File: config.mk
export PLATFORM = sky130hd
export DESIGN_NAME = button_bank
export DESIGN_NICKNAME = d
export VERILOG_FILES = /design/src/rtl/button_bank.sv
export SDC_FILE = /design/constraint.sdc
export NUM_CORES = 1
export LEC_CHECK = 0
export ABC_AREA = 1
export CORE_UTILIZATION = 63
export DETAILED_ROUTE_END_ITERATION = 6
export PLACE_DENSITY = 0.81
export SLEW_MARGIN = 20
export SYNTH_ARGS = -nofsm -noshare
export SYNTH_HDL_FRONTEND = slang
export SYNTH_SLANG_ARGS = --single-unit
File: constraint.sdc
create_clock -name clk -period 1.86 [get_ports clk]
set_input_delay 0.279 -clock clk [delete_from_list [all_inputs] [get_ports clk]]
set_output_delay 0.279 -clock clk [all_outputs]
set_load 0.01 [all_outputs]
File: src/rtl/button_bank.sv
// N-channel button conditioner: synchroniser, debounce, edge ticks
// and hold-to-repeat key ticks, all in the clk_fast domain.
module button_bank #(
    parameter int              N_CH          = 5,
    parameter int              DB_CYCLES     = 800000,
    parameter int              REPEAT_DELAY  = 32000000,
    parameter int              REPEAT_PERIOD = 8000000,
    parameter logic [N_CH-1:0] REPEAT_MASK   = 5'b11110
) (
    input  logic            clk,
    input  logic            rst_n,
    input  logic [N_CH-1:0] btn_raw,
    output logic [N_CH-1:0] db_level,
    output logic [N_CH-1:0] press_tick,
    output logic [N_CH-1:0] release_tick,
    output logic [N_CH-1:0] key_tick,
    output logic            any_level
);

    localparam int CW   = $clog2(DB_CYCLES + 1);
    localparam int RMAX = (REPEAT_DELAY > REPEAT_PERIOD) ?
                          REPEAT_DELAY : REPEAT_PERIOD;
    localparam int RW   = $clog2(RMAX + 1);

    typedef enum logic [1:0] {
        IDLE,
        DELAY,
        RPT
    } rstate_t;

    assign any_level = |db_level;

    for (genvar i = 0; i < N_CH; i++) begin : g_ch
        logic [1:0]    sync;
        logic [CW-1:0] cnt;
        logic          db;
        logic          pt;
        logic          rt;
        logic          kt;
        logic          flip;
        logic          rise;
        logic          fall;
        logic          rep;
        rstate_t       state;
        rstate_t       state_nx;
        logic [RW-1:0] rcnt;
        logic [RW-1:0] rcnt_nx;

        assign flip = (sync[1] != db) && (cnt == CW'(DB_CYCLES - 1));
        assign rise = flip & ~db;
        assign fall = flip & db;

        assign db_level[i]     = db;
        assign press_tick[i]   = pt;
        assign release_tick[i] = rt;
        assign key_tick[i]     = kt;

        always_ff @(posedge clk or negedge rst_n) begin
            if (!rst_n) begin
                sync  <= '0;
                cnt   <= '0;
                db    <= 1'b0;
                pt    <= 1'b0;
                rt    <= 1'b0;
                kt    <= 1'b0;
                state <= IDLE;
                rcnt  <= '0;
            end else begin
                sync <= {sync[0], btn_raw[i]};
                if (sync[1] == db) begin
                    cnt <= '0;
                end else if (flip) begin
                    cnt <= '0;
                    db  <= ~db;
                end else begin
                    cnt <= cnt + 1'b1;
                end
                pt    <= rise;
                rt    <= fall;
                kt    <= rise | rep;
                state <= state_nx;
                rcnt  <= rcnt_nx;
            end
        end

        // A release wins over a coincident repeat so no pulse trails it
        always_comb begin
            state_nx = state;
            rcnt_nx  = rcnt;
            rep      = 1'b0;
            if (!REPEAT_MASK[i] || fall) begin
                state_nx = IDLE;
                rcnt_nx  = '0;
            end else if (rise) begin
                state_nx = DELAY;
                rcnt_nx  = '0;
            end else begin
                unique case (state)
                    IDLE: begin
                        rcnt_nx = '0;
                    end
                    DELAY: begin
                        if (rcnt == RW'(REPEAT_DELAY - 1)) begin
                            rep      = 1'b1;
                            state_nx = RPT;
                            rcnt_nx  = '0;
                        end else begin
                            rcnt_nx = rcnt + 1'b1;
                        end
                    end
                    RPT: begin
                        if (rcnt == RW'(REPEAT_PERIOD - 1)) begin
                            rep     = 1'b1;
                            rcnt_nx = '0;
                        end else begin
                            rcnt_nx = rcnt + 1'b1;
                        end
                    end
                    default: begin
                        state_nx = IDLE;
                        rcnt_nx  = '0;
                    end
                endcase
            end
        end
    end

endmodule

# Word level (Yosys, flattened, before mapping)
# Cells that the tools add are included.
# op_classes
add_sub_neg	9
eq_ne	39
mux	66
bitwise_logic	24
n_reduce_logical	23
# ops
cell	n
two-way mux 25 bit	16
two-way mux 20 bit	10
one-hot mux 25 bit (2 select lines)	4
adder 20 x 1 -> 20 bit, second input constant	5
adder 25 x 1 -> 25 bit, second input constant	4
== test 20 bit, second input constant	5
== test 25 x 23 -> 1 bit, second input constant	4
== test 25 bit, second input constant	4
two-way mux 2 bit	12
AND reduction 2 bit	9
two-way mux 1 bit	16
inequality test 4 bit, second input constant	4
one-hot mux 2 bit (2 select lines)	4
inequality test 3 x 1 -> 1 bit, second input constant	4
bitwise AND 1 bit	10
inverter 1 bit	10
== test 2 x 1 -> 1 bit, second input constant	4
== test 2 bit, second input constant	4
zero test 2 bit	4
one-hot mux 1 bit (2 select lines)	4
OR reduction 2 bit	4
== test 1 bit	5
logical AND 1 bit	5
inequality test 1 bit	5
2 further kinds	5
# word_totals
reg_bits	237
in_bits	7
out_inout_bits	21
word_cells	198

# Logic depth before layout (Yosys ltp)
# logic_depth
depth_word	6
depth_mapped	11
ltp_nobuf	11

# Least setup slack after synthesis
# No wires, ideal clock.
# synth_path
path_kind	register to register
from	reg g_ch[1].cnt[0]
to	reg g_ch[1].rcnt[16]
setup_time_ns	0.121
t_arrival_ns	1.460
required_ns	1.739
slack_ns	0.279
stages_incl_launch_ff	10
path_buffers	1
synth_period_minus_slack_ns	1.581
cell_sequence	dfrtp_1 -> ha_1 -> nand2_1 -> nor3_4 -> nand3_2 -> nor2_2 -> nor2_2 -> nand2_2 -> buf_6 -> nor2_1
# synth_via
elab_chain_cells	5
word_cells_on_any_way	6
cone_classes	eq/ne (1); mux (2); bitwise (2); reduce/logical (1)
# synth_lines
item	line_no	source
start: declaration	35	logic [CW-1:0] cnt;
start signal: assignment	76	cnt <= cnt + 1'b1;
== test 20 bit *	49	assign flip = (sync[1] != db) && (cnt == CW'(DB_CYCLES - 1));
logical AND 1 bit *	49	
bitwise AND 1 bit	50	assign rise = flip & ~db;
two-way mux 25 bit	94	end else if (rise) begin
two-way mux 25 bit *	91	if (!REPEAT_MASK[i] || fall) begin
net g_ch[1].rcnt_nx[16]	47	logic [RW-1:0] rcnt_nx;
end signal: assignment	82	rcnt <= rcnt_nx;
end: declaration	46	logic [RW-1:0] rcnt;
# Mark *: on every way through the listed nets, which the timed path passes. The rest lies on a longest branch.
# A chain may end at the register's enable or synchronous reset.

# Worst setup path in the final report
# layout_path
from	reg g_ch[2].db
to	out db_level[2]
# layout_rtl
item	line_no	source
start: declaration	36	logic db;
start signal: assignment	74	db <= ~db;
end: declaration	13	output logic [N_CH-1:0] db_level,
# No word-level cell between the ends.

==> out/results.ini <==
[layout]
area_growth_pct = 12.4
fin_util_pct = 72.2
finalNetCount = 1790
multi_input_area_mm2 = 0.00608
final_area_mm2 = 0.0146
drive_above_1_share_pct = 7.64
ff_latch_area_mm2 = 0.00593
fillers = 1495
diodes = 0

[synthesis]
syn_area_mm2 = 0.0130
yosys_register_bits = 237
synth.distinct_cells = 38
synthTopCellsByArea = dfrtp_1 46%, nor2_1 11%, nand2_1 11%, inv_1 6.6%, xor2_1 5.3%
syn-instance-count = 1715
yosysTopAreaCell = dfrtp_1
postSynthAreaPerCell_um2 = 7.57
yosys_warnings = 0
async_flop_share_pct = 100
netlist_top_cells_count = 396 x nor2_1, 364 x nand2_1, 237 x dfrtp_1
synth.top_cell.area_share_pct = 45.7
synth_edf_count = 0
synth_nets = 1743
synth.most_common_cell = nor2_1
synth_ff_type = dfrtp_1
synth_seq_area_share_pct = 45.7

[floorplanning]
core_area_mm2 = 0.0202
rows = 52
start_util_pct = 64.2
die_y_um = 146
die_w_um = 146
ios = 28
dieArea_mm2 = 0.0212

[cts]
clockBufferDepth = 3
htreeDepth = 1
cts-root-buf = clkbuf_16
clk_pin_slew_worst_paths_ns = 0.06
numCtsBuffers = 26
cts_tree = done
worst_skew_pair.late_latency_ns = 0.53
cts_sinks = 237

[timing]
holdWs_ns = 0.182
finalHoldViolations = 0
slew_violations = 0
period_share_pct = 97.0
skew_ns = 0.0236
setup_tns_ns = 0
clock.fmax_mhz = 554
worst_pin_slew_ns = 0.499
fin_crit_ns = 1.80
rsz0062_at_grt = yes
slew_headroom_pct = 66.5
setup_violations = 0
setup_slack_ns = 0.0563

[grt]
grt_use_total_pct = 26.0
grt_pass1_vias = 10500
grt_overflow = 0
antenna_found_initial = 0
grt_max_degree = 70
grt_first_pass_wirelength_um = 46500

[power]
peakVddDrop_v = 0.000774
p_int_w = 0.00835
powerDensity_mw_per_mm2 = 722
p_clk_share_pct = 48.1
p_leak_nw = 6.54
power_frac_seq_pct = 49.5
switching_power_w = 0.00219
comb_power_share_pct = 2.4
p_sw_share_pct = 20.7

[routing]
routed_via_density = 5.25
ant_nets = 0
drc = 0
dr_total_vias = 10800
wirelength_um = 27100
drt-initial-drc-count = 559
first_pass_iters = 5
routedWlPerCell_um = 13.2

[run_status]
outcome = finished clean

[placed_design]
dp.final_hpwl_um = 18900
place.gp.congestion = 0.924
placed_cell_area_mm2 = 0.0135
io_buffers = 27
dp_slack_ns = 0.0107

[critical_path]
crit_start = g_ch[2].db
path_class = reg -> out
arrival_ns = 1.52
end_kind = output port
worst_path_max_delay_cell = clkdlybuf4s50_1
max_stage_delay_ns = 0.59
crit_buf_inv = 1
path_cells = clkdlybuf4s50_1
critPathLaunchType = flop
cp_max_fo = 5
crit_family = buffers and inverters
r2r_start = g_ch[3].cnt[1]
crit_required_ns = 1.58

[run]
max-cap-violations = 0

[worst_hold_path]
hp-class = in -> async

==> metal layers <==
| metal | share of wire, % | track usage, % |
|---|---|---|
| met1 | 45 | 34.9 |
| met2 | 48 | 44.0 |
| met3 | 4.4 | 3.04 |
| met4 | 3.1 | 9.16 |
| met5 | 0 | 0 |
==> flip-flops by register name, summed over array words and instances, names as in the netlist <==
name        flops
g_ch.rcnt     100
g_ch.pt         4
g_ch.sync      10
g_ch.rt         5
g_ch.cnt      100
g_ch.db         5
g_ch.state      8
g_ch.kt         5
==> what timing repair did <==
| item | 4_1_cts | 5_1_grt |
|---|---|---|
| resized for setup | 10 | 29 |
| cloned | 0 | 4 |
| endpoints found under the hold margin | 237 | 0 |
| endpoints found under the setup margin | 5 | 119 |
| buffers inserted | 0 | 4 |
| hold buffers | 1 | 0 |
| pin swaps | 2 | 7 |
==> cell usage in the layout (no fill, tap or decap), types with 5 or more instances in the layout <==
cell               n
nor2_1           392
nand2_1          359
dfrtp_1          236
inv_1            225
nand3_1          121
xor2_1            79
nor3_1            56
nand4_1           34
clkbuf_16         27
o21ai_0           23
clkdlybuf4s50_1   23
ha_1              21
xnor2_1           17
buf_4             16
nor2_2            15
a21oi_1           13
nand2_2           10
nor3b_1           10
nand2_4            8
clkbuf_1           8
inv_2              7
or2_2              6
nor2_4             6
nand3_2            6
buf_12             6
nand3b_1           5
==> kinds of logic after synthesis <==
logic type	share of synthesized area, %
compound gates	2.33
xor+xnor	6.72
fa+ha+maj	2.02
buf+inv	8.82
flops	45.7
simple gates	34.4
==> stage by stage <==
stage | cells | power [W]
6_report | 2049 | 0.0105
5_1_grt | 2049 | 0.0109
4_1_cts | 2041 | 0.0106
3_5_place_dp | 1995 | 0.00556
3_3_place_gp | 1995 | 0.00556
2_1_floorplan | 1715 | 0.00539
==> power by group through the flow <==
stage	Combinational [W]	Sequential (W)	Clock, W
2_1_floorplan	0.0000855	0.00531	0
3_3_place_gp	0.000246	0.00531	0
3_5_place_dp	0.000252	0.00531	0
4_1_cts	0.000256	0.00522	0.00515
5_1_grt	0.000295	0.00522	0.00535
6_report	0.000252	0.00522	0.00507
==> worst paths after layout <==
kind	to	slack (ns)	cells past startpoint
min in group clk	g_ch[2].sync[0]	0.19	1
hold / removal	g_ch[3].cnt[17]	0.18	2
hold reg to reg	g_ch[3].sync[1]	0.35	0
setup reg to reg	g_ch[3].rcnt[18]	0.12	10
max in group asynchronous	g_ch[2].sync[0]	0.98	3
setup / recovery	db_level[2]	0.06	1
==> area by class of cell <==
| cell class | instances | share of cell area [%] |
|---|---|---|
| clock buffers | 39 | 5.21 |
| clock inverters | 6 | 0.574 |
| inverters | 232 | 5.96 |
| multi-input cells | 1214 | 41.7 |
| flip-flops and latches | 237 | 40.6 |
| well taps | 270 | 2.31 |
| repair buffers | 51 | 3.65 |
No activity file was read; power rests on OpenSTA's default activity.
